--- config.mk ---
export PLATFORM = sky130hd
export DESIGN_NAME = ama_riscv_decode_queue
export DESIGN_NICKNAME = d
export VERILOG_FILES = /design/src/rtl/ama_riscv_decode_queue_pkg.sv /design/src/rtl/ama_riscv_decoder.sv /design/src/rtl/ama_riscv_sync_fifo.sv /design/src/rtl/ama_riscv_decode_queue.sv
export SDC_FILE = /design/constraint.sdc
export NUM_CORES = 1
export LEC_CHECK = 0
export BUFFER_PORTS_ARGS = -buffer_cell sky130_fd_sc_hd__clkbuf_2
export CORE_ASPECT_RATIO = 1.4
export CORE_MARGIN = 2
export CORE_UTILIZATION = 37
export DETAILED_ROUTE_END_ITERATION = 8
export PLACE_DENSITY_LB_ADDON = 0.05
export SKIP_LAST_GASP = 1
export SYNTH_ARGS = -nofsm -noshare
export SYNTH_HDL_FRONTEND = slang
export SYNTH_SLANG_ARGS = --single-unit
--- constraint.sdc ---
create_clock -name clk -period 7.8 [get_ports clk]
set_input_delay 0 -clock clk [delete_from_list [all_inputs] [get_ports clk]]
set_output_delay 0 -clock clk [all_outputs]
set_load 0.1 [all_outputs]
--- src/rtl/ama_riscv_decode_queue_pkg.sv ---
// Shared types, constants and decode reset values for the decode queue slice.
// No logic of its own; provides the dec_q_entry_t payload stored per queue entry.
// Optional feature: AMA_RISCV_DEC_ILLEGAL_EN adds an illegal bit to each entry.
`ifndef AMA_RISCV_DECODE_DEFINES
`define AMA_RISCV_DECODE_DEFINES
`define DECODER_RST_VAL ama_riscv_decode_queue_pkg::DECODER_RST
`define FE_CTRL_RST_VAL ama_riscv_decode_queue_pkg::FE_CTRL_RST
`endif

package ama_riscv_decode_queue_pkg;

  localparam int ARCH_W = 32;
  typedef logic [ARCH_W-1:0] arch_width_t;

  localparam logic [6:0] OPC_LUI      = 7'b0110111;
  localparam logic [6:0] OPC_AUIPC    = 7'b0010111;
  localparam logic [6:0] OPC_JAL      = 7'b1101111;
  localparam logic [6:0] OPC_JALR     = 7'b1100111;
  localparam logic [6:0] OPC_BRANCH   = 7'b1100011;
  localparam logic [6:0] OPC_LOAD     = 7'b0000011;
  localparam logic [6:0] OPC_STORE    = 7'b0100011;
  localparam logic [6:0] OPC_OP_IMM   = 7'b0010011;
  localparam logic [6:0] OPC_OP       = 7'b0110011;
  localparam logic [6:0] OPC_MISC_MEM = 7'b0001111;
  localparam logic [6:0] OPC_SYSTEM   = 7'b1110011;

  localparam logic [3:0] ALU_ADD    = 4'b0000;
  localparam logic [3:0] ALU_PASS_B = 4'b1111;

  typedef enum logic {ALU_A_RS1, ALU_A_PC} alu_a_sel_t;
  typedef enum logic {ALU_B_RS2, ALU_B_IMM} alu_b_sel_t;
  typedef enum logic [2:0] {IMM_I, IMM_S, IMM_B, IMM_J, IMM_U} imm_sel_t;
  typedef enum logic [1:0] {WB_ALU, WB_MEM, WB_PC4, WB_CSR} wb_sel_t;
  typedef enum logic [1:0] {PC_SEL_INC4, PC_SEL_ALU, PC_SEL_BR} pc_sel_t;

  typedef struct packed {
    logic [3:0] alu_op;
    alu_a_sel_t alu_a_sel;
    alu_b_sel_t alu_b_sel;
    imm_sel_t   imm_sel;
    logic       rd_we;
    logic       dmem_en;
    logic       dmem_we;
    wb_sel_t    wb_sel;
    logic       branch_inst;
    logic       jump_inst;
    logic       csr_en;
  } decoder_t;

  typedef struct packed {
    pc_sel_t pc_sel;
    logic    pc_we;
  } fe_ctrl_t;

  typedef struct packed {
    decoder_t    decoded;
    fe_ctrl_t    fe_ctrl;
    arch_width_t inst;
    arch_width_t pc;
`ifdef AMA_RISCV_DEC_ILLEGAL_EN
    logic        illegal;
`endif
  } dec_q_entry_t;

  localparam decoder_t DECODER_RST = '{
    alu_op: ALU_ADD, alu_a_sel: ALU_A_RS1, alu_b_sel: ALU_B_RS2, imm_sel: IMM_I,
    rd_we: 1'b0, dmem_en: 1'b0, dmem_we: 1'b0, wb_sel: WB_ALU,
    branch_inst: 1'b0, jump_inst: 1'b0, csr_en: 1'b0};

  localparam fe_ctrl_t FE_CTRL_RST = '{pc_sel: PC_SEL_INC4, pc_we: 1'b0};

  // True when the major opcode belongs to a class the decoder understands
  function automatic logic opc_supported(input logic [6:0] opc);
    case (opc)
      OPC_LUI, OPC_AUIPC, OPC_JAL, OPC_JALR, OPC_BRANCH, OPC_LOAD,
      OPC_STORE, OPC_OP_IMM, OPC_OP, OPC_MISC_MEM, OPC_SYSTEM: return 1'b1;
      default: return 1'b0;
    endcase
  endfunction

endpackage

--- src/rtl/ama_riscv_decoder.sv ---
// Single-instruction combinational decode into datapath and frontend control.
// Latency: zero cycles (pure combinational).
// Backpressure: none; unknown opcodes and SYSTEM fn3==0 yield the reset decode.
module ama_riscv_decoder
  import ama_riscv_decode_queue_pkg::*;
(
  input  arch_width_t inst,
  output decoder_t    decoded,
  output fe_ctrl_t    fe_ctrl
);

  logic [6:0] opc7;
  logic [2:0] fn3;
  logic       fn7_b5;
  logic       unused_bits;

  assign opc7        = inst[6:0];
  assign fn3         = inst[14:12];
  assign fn7_b5      = inst[30];
  assign unused_bits = ^{inst[31], inst[29:15], inst[11:7]};

  // Per-class control; anything not matched keeps the reset decode (NOP)
  always_comb begin
    decoded = `DECODER_RST_VAL;
    fe_ctrl = `FE_CTRL_RST_VAL;
    case (opc7)
      OPC_LUI: begin
        decoded.alu_op = ALU_PASS_B; decoded.alu_b_sel = ALU_B_IMM;
        decoded.imm_sel = IMM_U; decoded.rd_we = 1'b1; fe_ctrl.pc_we = 1'b1;
      end
      OPC_AUIPC: begin
        decoded.alu_a_sel = ALU_A_PC; decoded.alu_b_sel = ALU_B_IMM;
        decoded.imm_sel = IMM_U; decoded.rd_we = 1'b1; fe_ctrl.pc_we = 1'b1;
      end
      OPC_JAL: begin
        decoded.alu_a_sel = ALU_A_PC; decoded.alu_b_sel = ALU_B_IMM;
        decoded.imm_sel = IMM_J; decoded.rd_we = 1'b1; decoded.wb_sel = WB_PC4;
        decoded.jump_inst = 1'b1; fe_ctrl.pc_sel = PC_SEL_ALU; fe_ctrl.pc_we = 1'b1;
      end
      OPC_JALR: begin
        decoded.alu_b_sel = ALU_B_IMM; decoded.imm_sel = IMM_I;
        decoded.rd_we = 1'b1; decoded.wb_sel = WB_PC4; decoded.jump_inst = 1'b1;
        fe_ctrl.pc_sel = PC_SEL_ALU; fe_ctrl.pc_we = 1'b1;
      end
      OPC_BRANCH: begin
        decoded.alu_a_sel = ALU_A_PC; decoded.alu_b_sel = ALU_B_IMM;
        decoded.imm_sel = IMM_B; decoded.branch_inst = 1'b1;
        fe_ctrl.pc_sel = PC_SEL_BR; fe_ctrl.pc_we = 1'b1;
      end
      OPC_LOAD: begin
        decoded.alu_b_sel = ALU_B_IMM; decoded.imm_sel = IMM_I; decoded.rd_we = 1'b1;
        decoded.dmem_en = 1'b1; decoded.wb_sel = WB_MEM; fe_ctrl.pc_we = 1'b1;
      end
      OPC_STORE: begin
        decoded.alu_b_sel = ALU_B_IMM; decoded.imm_sel = IMM_S;
        decoded.dmem_en = 1'b1; decoded.dmem_we = 1'b1; fe_ctrl.pc_we = 1'b1;
      end
      OPC_OP_IMM: begin
        decoded.alu_op = {(fn3 == 3'b101) && fn7_b5, fn3};
        decoded.alu_b_sel = ALU_B_IMM; decoded.imm_sel = IMM_I;
        decoded.rd_we = 1'b1; fe_ctrl.pc_we = 1'b1;
      end
      OPC_OP: begin
        decoded.alu_op = {fn7_b5, fn3}; decoded.rd_we = 1'b1; fe_ctrl.pc_we = 1'b1;
      end
      OPC_MISC_MEM: fe_ctrl.pc_we = 1'b1;
      OPC_SYSTEM: begin
        if (fn3 != 3'b000) begin
          decoded.rd_we = 1'b1; decoded.wb_sel = WB_CSR; decoded.csr_en = 1'b1;
          fe_ctrl.pc_we = 1'b1;
        end
      end
      default: ;
    endcase
  end

endmodule

--- src/rtl/ama_riscv_sync_fifo.sv ---
// Generic DEPTH-entry synchronous FIFO of type T with occupancy count and flush.
// Latency: one cycle from push to head visibility; head read combinationally from storage.
// Backpressure: caller gates push/pop; flush and reset drop any same-cycle push/pop.
module ama_riscv_sync_fifo #(
  parameter int  DEPTH = 2,
  parameter type T     = logic [7:0]
) (
  input  logic                     clk,
  input  logic                     rst,
  input  logic                     flush,
  input  logic                     push,
  input  T                         wr_dat,
  input  logic                     pop,
  output T                         rd_dat,
  output logic [$clog2(DEPTH):0]   count
);

  localparam int PTR_W = $clog2(DEPTH);

  T                 mem [DEPTH];
  logic [PTR_W-1:0] wr_ptr;
  logic [PTR_W-1:0] rd_ptr;

  assign rd_dat = mem[rd_ptr];

  // Pointer and count update; pointers wrap naturally at power-of-two DEPTH
  always_ff @(posedge clk) begin
    if (rst || flush) begin
      wr_ptr <= '0;
      rd_ptr <= '0;
      count  <= '0;
    end else begin
      if (push) wr_ptr <= wr_ptr + 1'b1;
      if (pop)  rd_ptr <= rd_ptr + 1'b1;
      if (push && !pop)      count <= count + 1'b1;
      else if (pop && !push) count <= count - 1'b1;
    end
  end

  // Payload storage; not reset since entries are only read while counted
  always_ff @(posedge clk) begin
    if (push && !flush && !rst) mem[wr_ptr] <= wr_dat;
  end

endmodule

--- src/rtl/ama_riscv_decode_queue.sv ---
// Decode stage: decodes fetched instructions and buffers them in a DEPTH-entry queue.
// Latency: one cycle push-to-head, no input-to-output bypass; flush empties in one cycle.
// Backpressure: in_ready drops when full unless the head is popped the same cycle.
// Optional feature: AMA_RISCV_DEC_ILLEGAL_EN adds per-entry illegal flag and out_illegal.
module ama_riscv_decode_queue
  import ama_riscv_decode_queue_pkg::*;
#(
  parameter int DEPTH = 2,
  parameter int CNT_W = $clog2(DEPTH) + 1
) (
  input  logic             clk,
  input  logic             rst,
  input  logic             flush,
  input  logic             in_valid,
  output logic             in_ready,
  input  arch_width_t      in_inst,
  input  arch_width_t      in_pc,
  output logic             out_valid,
  input  logic             out_ready,
  output decoder_t         out_decoded,
  output fe_ctrl_t         out_fe_ctrl,
  output arch_width_t      out_inst,
  output arch_width_t      out_pc,
`ifdef AMA_RISCV_DEC_ILLEGAL_EN
  output logic             out_illegal,
`endif
  output logic [CNT_W-1:0] occupancy
);

  logic         push;
  logic         pop;
  decoder_t     dec;
  fe_ctrl_t     fe;
  dec_q_entry_t wr_entry;
  dec_q_entry_t rd_entry;
  arch_width_t  last_inst;
  arch_width_t  last_pc;

  assign out_valid = (occupancy != '0);
  assign in_ready  = !rst && ((occupancy < CNT_W'(DEPTH)) || out_ready);
  assign push      = in_valid && in_ready;
  assign pop       = out_valid && out_ready;

  ama_riscv_decoder u_decoder (
    .inst    (in_inst),
    .decoded (dec),
    .fe_ctrl (fe)
  );

  // Assemble the stored payload; flagged illegal entries never redirect fetch
  always_comb begin
    wr_entry         = '0;
    wr_entry.decoded = dec;
    wr_entry.fe_ctrl = fe;
    wr_entry.inst    = in_inst;
    wr_entry.pc      = in_pc;
`ifdef AMA_RISCV_DEC_ILLEGAL_EN
    wr_entry.illegal = !opc_supported(in_inst[6:0]) ||
                       ((in_inst[6:0] == OPC_SYSTEM) && (in_inst[14:12] == 3'b000));
    if (wr_entry.illegal) wr_entry.fe_ctrl.pc_we = 1'b0;
`endif
  end

  ama_riscv_sync_fifo #(
    .DEPTH (DEPTH),
    .T     (dec_q_entry_t)
  ) u_fifo (
    .clk    (clk),
    .rst    (rst),
    .flush  (flush),
    .push   (push),
    .wr_dat (wr_entry),
    .pop    (pop),
    .rd_dat (rd_entry),
    .count  (occupancy)
  );

  // Remember the last presented inst/pc so they hold steady while empty
  always_ff @(posedge clk) begin
    if (rst) begin
      last_inst <= '0;
      last_pc   <= '0;
    end else if (out_valid) begin
      last_inst <= rd_entry.inst;
      last_pc   <= rd_entry.pc;
    end
  end

  // Head presentation; empty queue shows reset control so stale entries never leak
  always_comb begin
    out_decoded = `DECODER_RST_VAL;
    out_fe_ctrl = `FE_CTRL_RST_VAL;
    out_inst    = last_inst;
    out_pc      = last_pc;
`ifdef AMA_RISCV_DEC_ILLEGAL_EN
    out_illegal = 1'b0;
`endif
    if (out_valid) begin
      out_decoded = rd_entry.decoded;
      out_fe_ctrl = rd_entry.fe_ctrl;
      out_inst    = rd_entry.inst;
      out_pc      = rd_entry.pc;
`ifdef AMA_RISCV_DEC_ILLEGAL_EN
      out_illegal = rd_entry.illegal;
`endif
    end
  end

endmodule

# Word-level counts from Yosys, hierarchy flattened
# Memory sizes are Yosys's and may differ from the RTL's. A register that Yosys moved wholly into a read port is not among the register bits.
# Cells that the tools add are included.
# W data, S select, Z words.
[word_totals] ff_bits=68 latchBits=0 ram_bits=168 rom_bits=0 input_bits=69 output_inout_bits=88 word_cells=71 memories=1
[classes] addsub=4 n_mul=0 n_div=0 order_cmp=1 n_eq_ne=12 shift=0 muxes=24 bitwise=0 n_reduce_logical=24
[mem_list] name="u_fifo.mem" depth=2 width=84 rd=1 rd_clocked_by_memory_dff=1 wr=1 line="ama_riscv_sync_fifo.sv:20" source="T mem [DEPTH];"
[op_table] operator="$mux W32" count=2
[op_table] operator="$eq A7 B7 Y1 const B" count=4
[op_table] operator="$eq A7 B6 Y1 const B" count=3
[op_table] operator="$pmux W4 S5" count=1
[op_table] operator="$mux W17" count=1
[op_table] operator="$eq A7 B5 Y1 const B" count=2
[op_table] operator="$pmux W4 S3" count=1
[op_table] operator="$mux W1" count=11
[op_table] operator="$reduce_or A10 Y1" count=1
[op_table] operator="$logic_and A1 B1 Y1" count=8
[op_table] operator="$eq A7 B2 Y1 const B" count=1
[op_table] operator="$eq A7 B4 Y1 const B" count=1
[op_table] operator="$reduce_or A7 Y1" count=1
[op_table] operator="$mux W2" count=3
[op_table] operator="$pmux W2 S3" count=1
[op_table] operator="$reduce_or A2 Y1" count=3
[op_table] operator="$reduce_or A3 Y1" count=2
[op_table] operator="$logic_not A1 Y1" count=4
[op_table] operator="$pmux W1 S2" count=2
[op_table] operator="$pmux W2 S2" count=1
[op_table] operator="$reduce_bool A2 Y1" count=2
[op_table] operator="$eq A3 B3 Y1 const B" count=1
[op_table] operator="$mux W3" count=1
[op_table] operator="$reduce_bool A3 Y1" count=1
[op_table] operator="5 further kinds" count=7

# Depth between registers and ports, before layout
[depth] ltp_word=8 mapped_depth=6 depth_no_buf=6

# Hierarchy
# Synthesis repeated with hierarchy kept, for this count alone.
[hier_totals] hier_cells=716 hier_area_um2=9900.7
[modules_own_cells] module="ama_riscv_sync_fifo" n_inst=1 cells_each=283 area_per_inst_um2=6512.5 seq_area_each_um2=5144.9
[modules_own_cells] module="ama_riscv_decode_queue" n_inst=1 cells_each=383 area_per_inst_um2=3066.7 seq_area_each_um2=1281.2
[modules_own_cells] module="ama_riscv_decoder" n_inst=1 cells_each=50 area_per_inst_um2=321.6 seq_area_each_um2=0.0

# Least setup slack after synthesis
# No wires, ideal clock.
[synth_timing] path_type="register -> register" startpoint="register u_fifo.count[1]" endpoint="memory u_fifo.mem[0][0] (netlist name) (enable)" setup_time_ns=0.639 arrival_time_ns=7.219 required_ns=7.161 setup_slack_ns=-0.058 path_stages_with_launch=4 n_path_buf=0 synth_period_minus_slack_ns=7.858 path_cell_list="dfxtp_1 nor2b_1 nor3_1 nor3b_1"
[synth_via] elab_chain_len=8
[synth_rtl] element="from (decl)" line="ama_riscv_sync_fifo.sv:15" source="output logic [$clog2(DEPTH):0] count"
[synth_rtl] element="from (signal assigned)" line="ama_riscv_sync_fifo.sv:35" source="if (push && !pop) count <= count + 1'b1;"
[synth_rtl] element="from (signal assigned)" line="ama_riscv_sync_fifo.sv:36" source="else if (pop && !push) count <= count - 1'b1;"
[synth_rtl] element="$lt A2 B2 Y1" line="ama_riscv_decode_queue.sv:40" source="assign in_ready = !rst && ((occupancy < CNT_W'(DEPTH)) || out_ready);"
[synth_rtl] element="$logic_or A1 B1 Y1" line="ama_riscv_decode_queue.sv:40"
[synth_rtl] element="$logic_and A1 B1 Y1" line="ama_riscv_decode_queue.sv:40"
[synth_rtl] element="$logic_and A1 B1 Y1" line="ama_riscv_decode_queue.sv:41" source="assign push = in_valid && in_ready;"
[synth_rtl] element="named net push" line="ama_riscv_decode_queue.sv:30" source="logic push;"
[synth_rtl] element="$logic_and A1 B1 Y1 (2 in series)" line="ama_riscv_sync_fifo.sv:42" source="if (push && !flush && !rst) mem[wr_ptr] <= wr_dat;"
[synth_rtl] element="$mux W1" line="ama_riscv_sync_fifo.sv:42"
[synth_rtl] element="$mux W1 (not written as such)" line="ama_riscv_sync_fifo.sv:42"
[synth_rtl] element="to (decl)" line="ama_riscv_sync_fifo.sv:20"
# The timed path passes the listed nets, and every way through them passes these cells.

# Worst setup path in the final report
[layout_timing] startpoint="register u_fifo.count[0]" endpoint="output out_inst[29]"
[layout_via] elab_chain_len=2
[layout_rtl] element="$reduce_bool A2 Y1" line="ama_riscv_decode_queue.sv:39" source="assign out_valid = (occupancy != '0);"
[layout_rtl] element="$mux W32" line="ama_riscv_decode_queue.sv:98" source="if (out_valid) begin"
[layout_rtl] element="to (decl)" line="ama_riscv_decode_queue.sv:22" source="output arch_width_t out_inst,"
# Every way passes these cells.

==> results.ini <==
[outcome]
outcome = finished, final reports clean

[routing]
viasPerCell = 4.96
drt_first_pass_iters = 6
routed-via-count = 5883
first_iter_violations = 192
drc_errors = 0
ant_nets = 0
wl_mm = 20.4
wl_per_cell_um = 17.2

[cells_and_area]
fin_nets = 924
drive_gt1_frac = 0.315
final_core_util = 0.474
area_growth_pct = 25.7

[clocking]
cts_buffers = 24
cts_tree = done
clock_sinks = 233
clkSlewWorstSetupHoldPaths_ps = 60
ctsResizeCount = 0
worstSkewPairLatency_ps = 510
cts_max_level = 1
clockRootBuffer = clkbuf_16
cts_max_path_buffers = 3

[power_and_ir_drop]
power.density_nw_per_um2 = 279
power_frac_comb = 0.247
pwr-share-seq = 0.424
power_leakage_nw = 4.17
p_int_mw = 2.14
clkPwrFrac = 0.329
power_switching_share = 0.344
irDropWorstVdd_uv = 165
power_switching_mw = 1.13
finalPower_mw = 3.27

[timing]
hold_viol = 0
relSlewSlack = 0.363
worst_slack_ps = 4130
tightest_slew_ps = 955
finalCritPeriodShare = 0.471
fmax_mhz = 272
layout_min_cycle_time_ps = 3670
rsz0062_at_grt = false
setup_violations = 0
hold-worst-slack_ps = 221
maxSlewViolCount = 0
fin_setup_tns_ps = 0
fin_worst_skew_ps = 17.9

[placement]
dp_hpwl_mm = 12.6
portBuffers = 156
place.gp.congestion = 0.695
place_ws_ps = 4650

[synth]
ys_ff_latch = 233
async_reset_ff_frac = 0
ys.flop_type = edfxtp_1
syn_nets = 710
ys_top_cells_by_area = edfxtp_1 53%, dfxtp_1 15%, mux2i_1 8.9%, a211oi_2 8.6%, a21oi_1 3.8%
yosysUniqueCellTypes = 44
synth-edff-count = 164
yosysTopAreaCell = edfxtp_1
syn_area_sq_um = 9310
synth_area_per_cell_sq_um = 14.5
yosysTopAreaCellShare = 0.529
ys_seq_area_frac = 0.678
yosysWarnings = 0
netlist_instances = 640

[setup_path]
crit_path_max_fanout = 109
crit_buf_inv = 3
crit_path_max_incr_delay_ps = 850
r2r-start = u_fifo.count[0]
crit-reg2reg-capture = last_inst[27]
crit_slowest_cell = buf_4
r2r_cells = 5
arrival_ps = 3670
required_ps = 7800
setup.worst_path.start_class = flip-flop
ff2ff_setup_slack_ps = 5000
worstSetupPathType = flip-flop to primary output
path_cells = nor2_4 > inv_6 > buf_4 > nor2_1 > a21oi_1 > clkbuf_2
cp_top_family = buffers and inverters
crit_path_end_kind = primary output

[global_route]
grt_antenna_before_repair = 1
grt_usage = 0.152
grt_max_degree = 110
grt_pass1_vias = 6177
grt_pass1_wl_mm = 32.3
gr-total-overflow = 0

[floorplan]
io_pins = 157
rows = 68
die_height_um = 192
core-area_sq_um = 24700
start_util = 0.377
dieArea_sq_um = 26500
die_w_um = 138

[min_path]
holdPathEnd = u_fifo.mem[1][27]
min_path_cells = 2
min_path_type = primary input to flip-flop
hp-start = in_pc[27]

[flow_run]
maxCapViolCount = 0

## worst register-to-register path, stage by stage (launching register included)
cell,delay (ps)
dfxtp_1,460
nor2_4,180
inv_6,690
buf_4,890
nor2_1,230
a211oi_2,250
## synthesized netlist by cell type, drive strengths merged, types with 6 or more instances
cell type / n
mux2i: 83
dfxtp: 69
a211oi: 64
inv: 6
nor2: 92
nand2: 6
a21oi: 70
edfxtp: 164
buf: 41
## worst max path at each step
stage                          from  slack (ps)                to  cells after the start
floorplan           u_fifo.count[1]        2870  u_fifo.mem[0][0]                      3
global placement    u_fifo.count[0]        4730        out_pc[10]                      6
detailed placement  u_fifo.count[0]        4650      out_inst[29]                      6
CTS                 u_fifo.count[0]        4090      out_inst[29]                      6
global route        u_fifo.count[0]        3880      out_inst[29]                      6
finish              u_fifo.count[0]        4130      out_inst[29]                      6
## stage by stage
stage,cells,cell area (sq um)
3_3_place_gp,1073,10300
5_1_grt,1187,11700
6_report,1187,11700
4_1_cts,1186,11700
3_5_place_dp,1073,10300
2_1_floorplan,640,9310
## power groups by stage
| stage | clock, mW | sequential [mW] | combinational [mW] |
|---|---|---|---|
| floorplan | 0 | 1.41 | 0.666 |
| global placement | 0 | 1.41 | 0.779 |
| detailed placement | 0 | 1.41 | 0.787 |
| CTS | 1.11 | 1.39 | 0.817 |
| global route | 1.16 | 1.39 | 0.847 |
| finish | 1.07 | 1.39 | 0.809 |
## registers in the layout, indices dropped and copies added (netlist names), named ones only
signal,flops
u_fifo.mem,164
last_inst,32
last_pc,32
u_fifo.count,2
u_fifo.rd_ptr,1
u_fifo.wr_ptr,1
## cell families after synthesis
logic type,Yosys count,synth area share
AOI/OAI and AO/OA,147,0.133
DFF,233,0.678
adders and majority gates,1,0.00134
xor gates and xnor gates,3,0.00282
muxes,83,0.0893
and+or+nand+nor,123,0.0620
buffers and inverters,50,0.0337
## final cells by class
cell class | count | area [sq um]
Inverter | 6 | 27.5
Clock inverter | 2 | 10.0
Timing Repair Buffer | 232 | 1530
Antenna cell | 1 | 2.50
Sequential cell | 233 | 6310
Multi-Input combinational cell | 357 | 2700
Tap cell | 315 | 394
Clock buffer | 41 | 726
Fill cell | 2240 | 13000
## placed cells by master, fill, tap and decap left out, types with 5 or more instances in the layout
master           n
a211oi_2        64
nand2_1          6
mux2i_1         83
dfxtp_1         68
clkbuf_2       155
inv_1            5
edfxtp_1       164
clkbuf_1        12
a21oi_1         70
nor2_1          82
clkbuf_16       25
nor2_2           9
buf_4            7
dlygate4sd3_1   70
## layer usage
metal	GRT usage	routed length [um]	vias up
met1	0.181	8390	2864
li1	-	-	2847
met3	0.0302	1010	38
met5	0	0	-
met4	0.0483	511	0
met2	0.276	10500	134
## what timing repair did
item                                    in CTS  in global routing
hold buffers                                70                  0
endpoints found under the setup margin       0                  0
buffers inserted                             0                  0
hold endpoints to repair                   159                  0
Note: power is estimated with default switching activity, not from simulation.
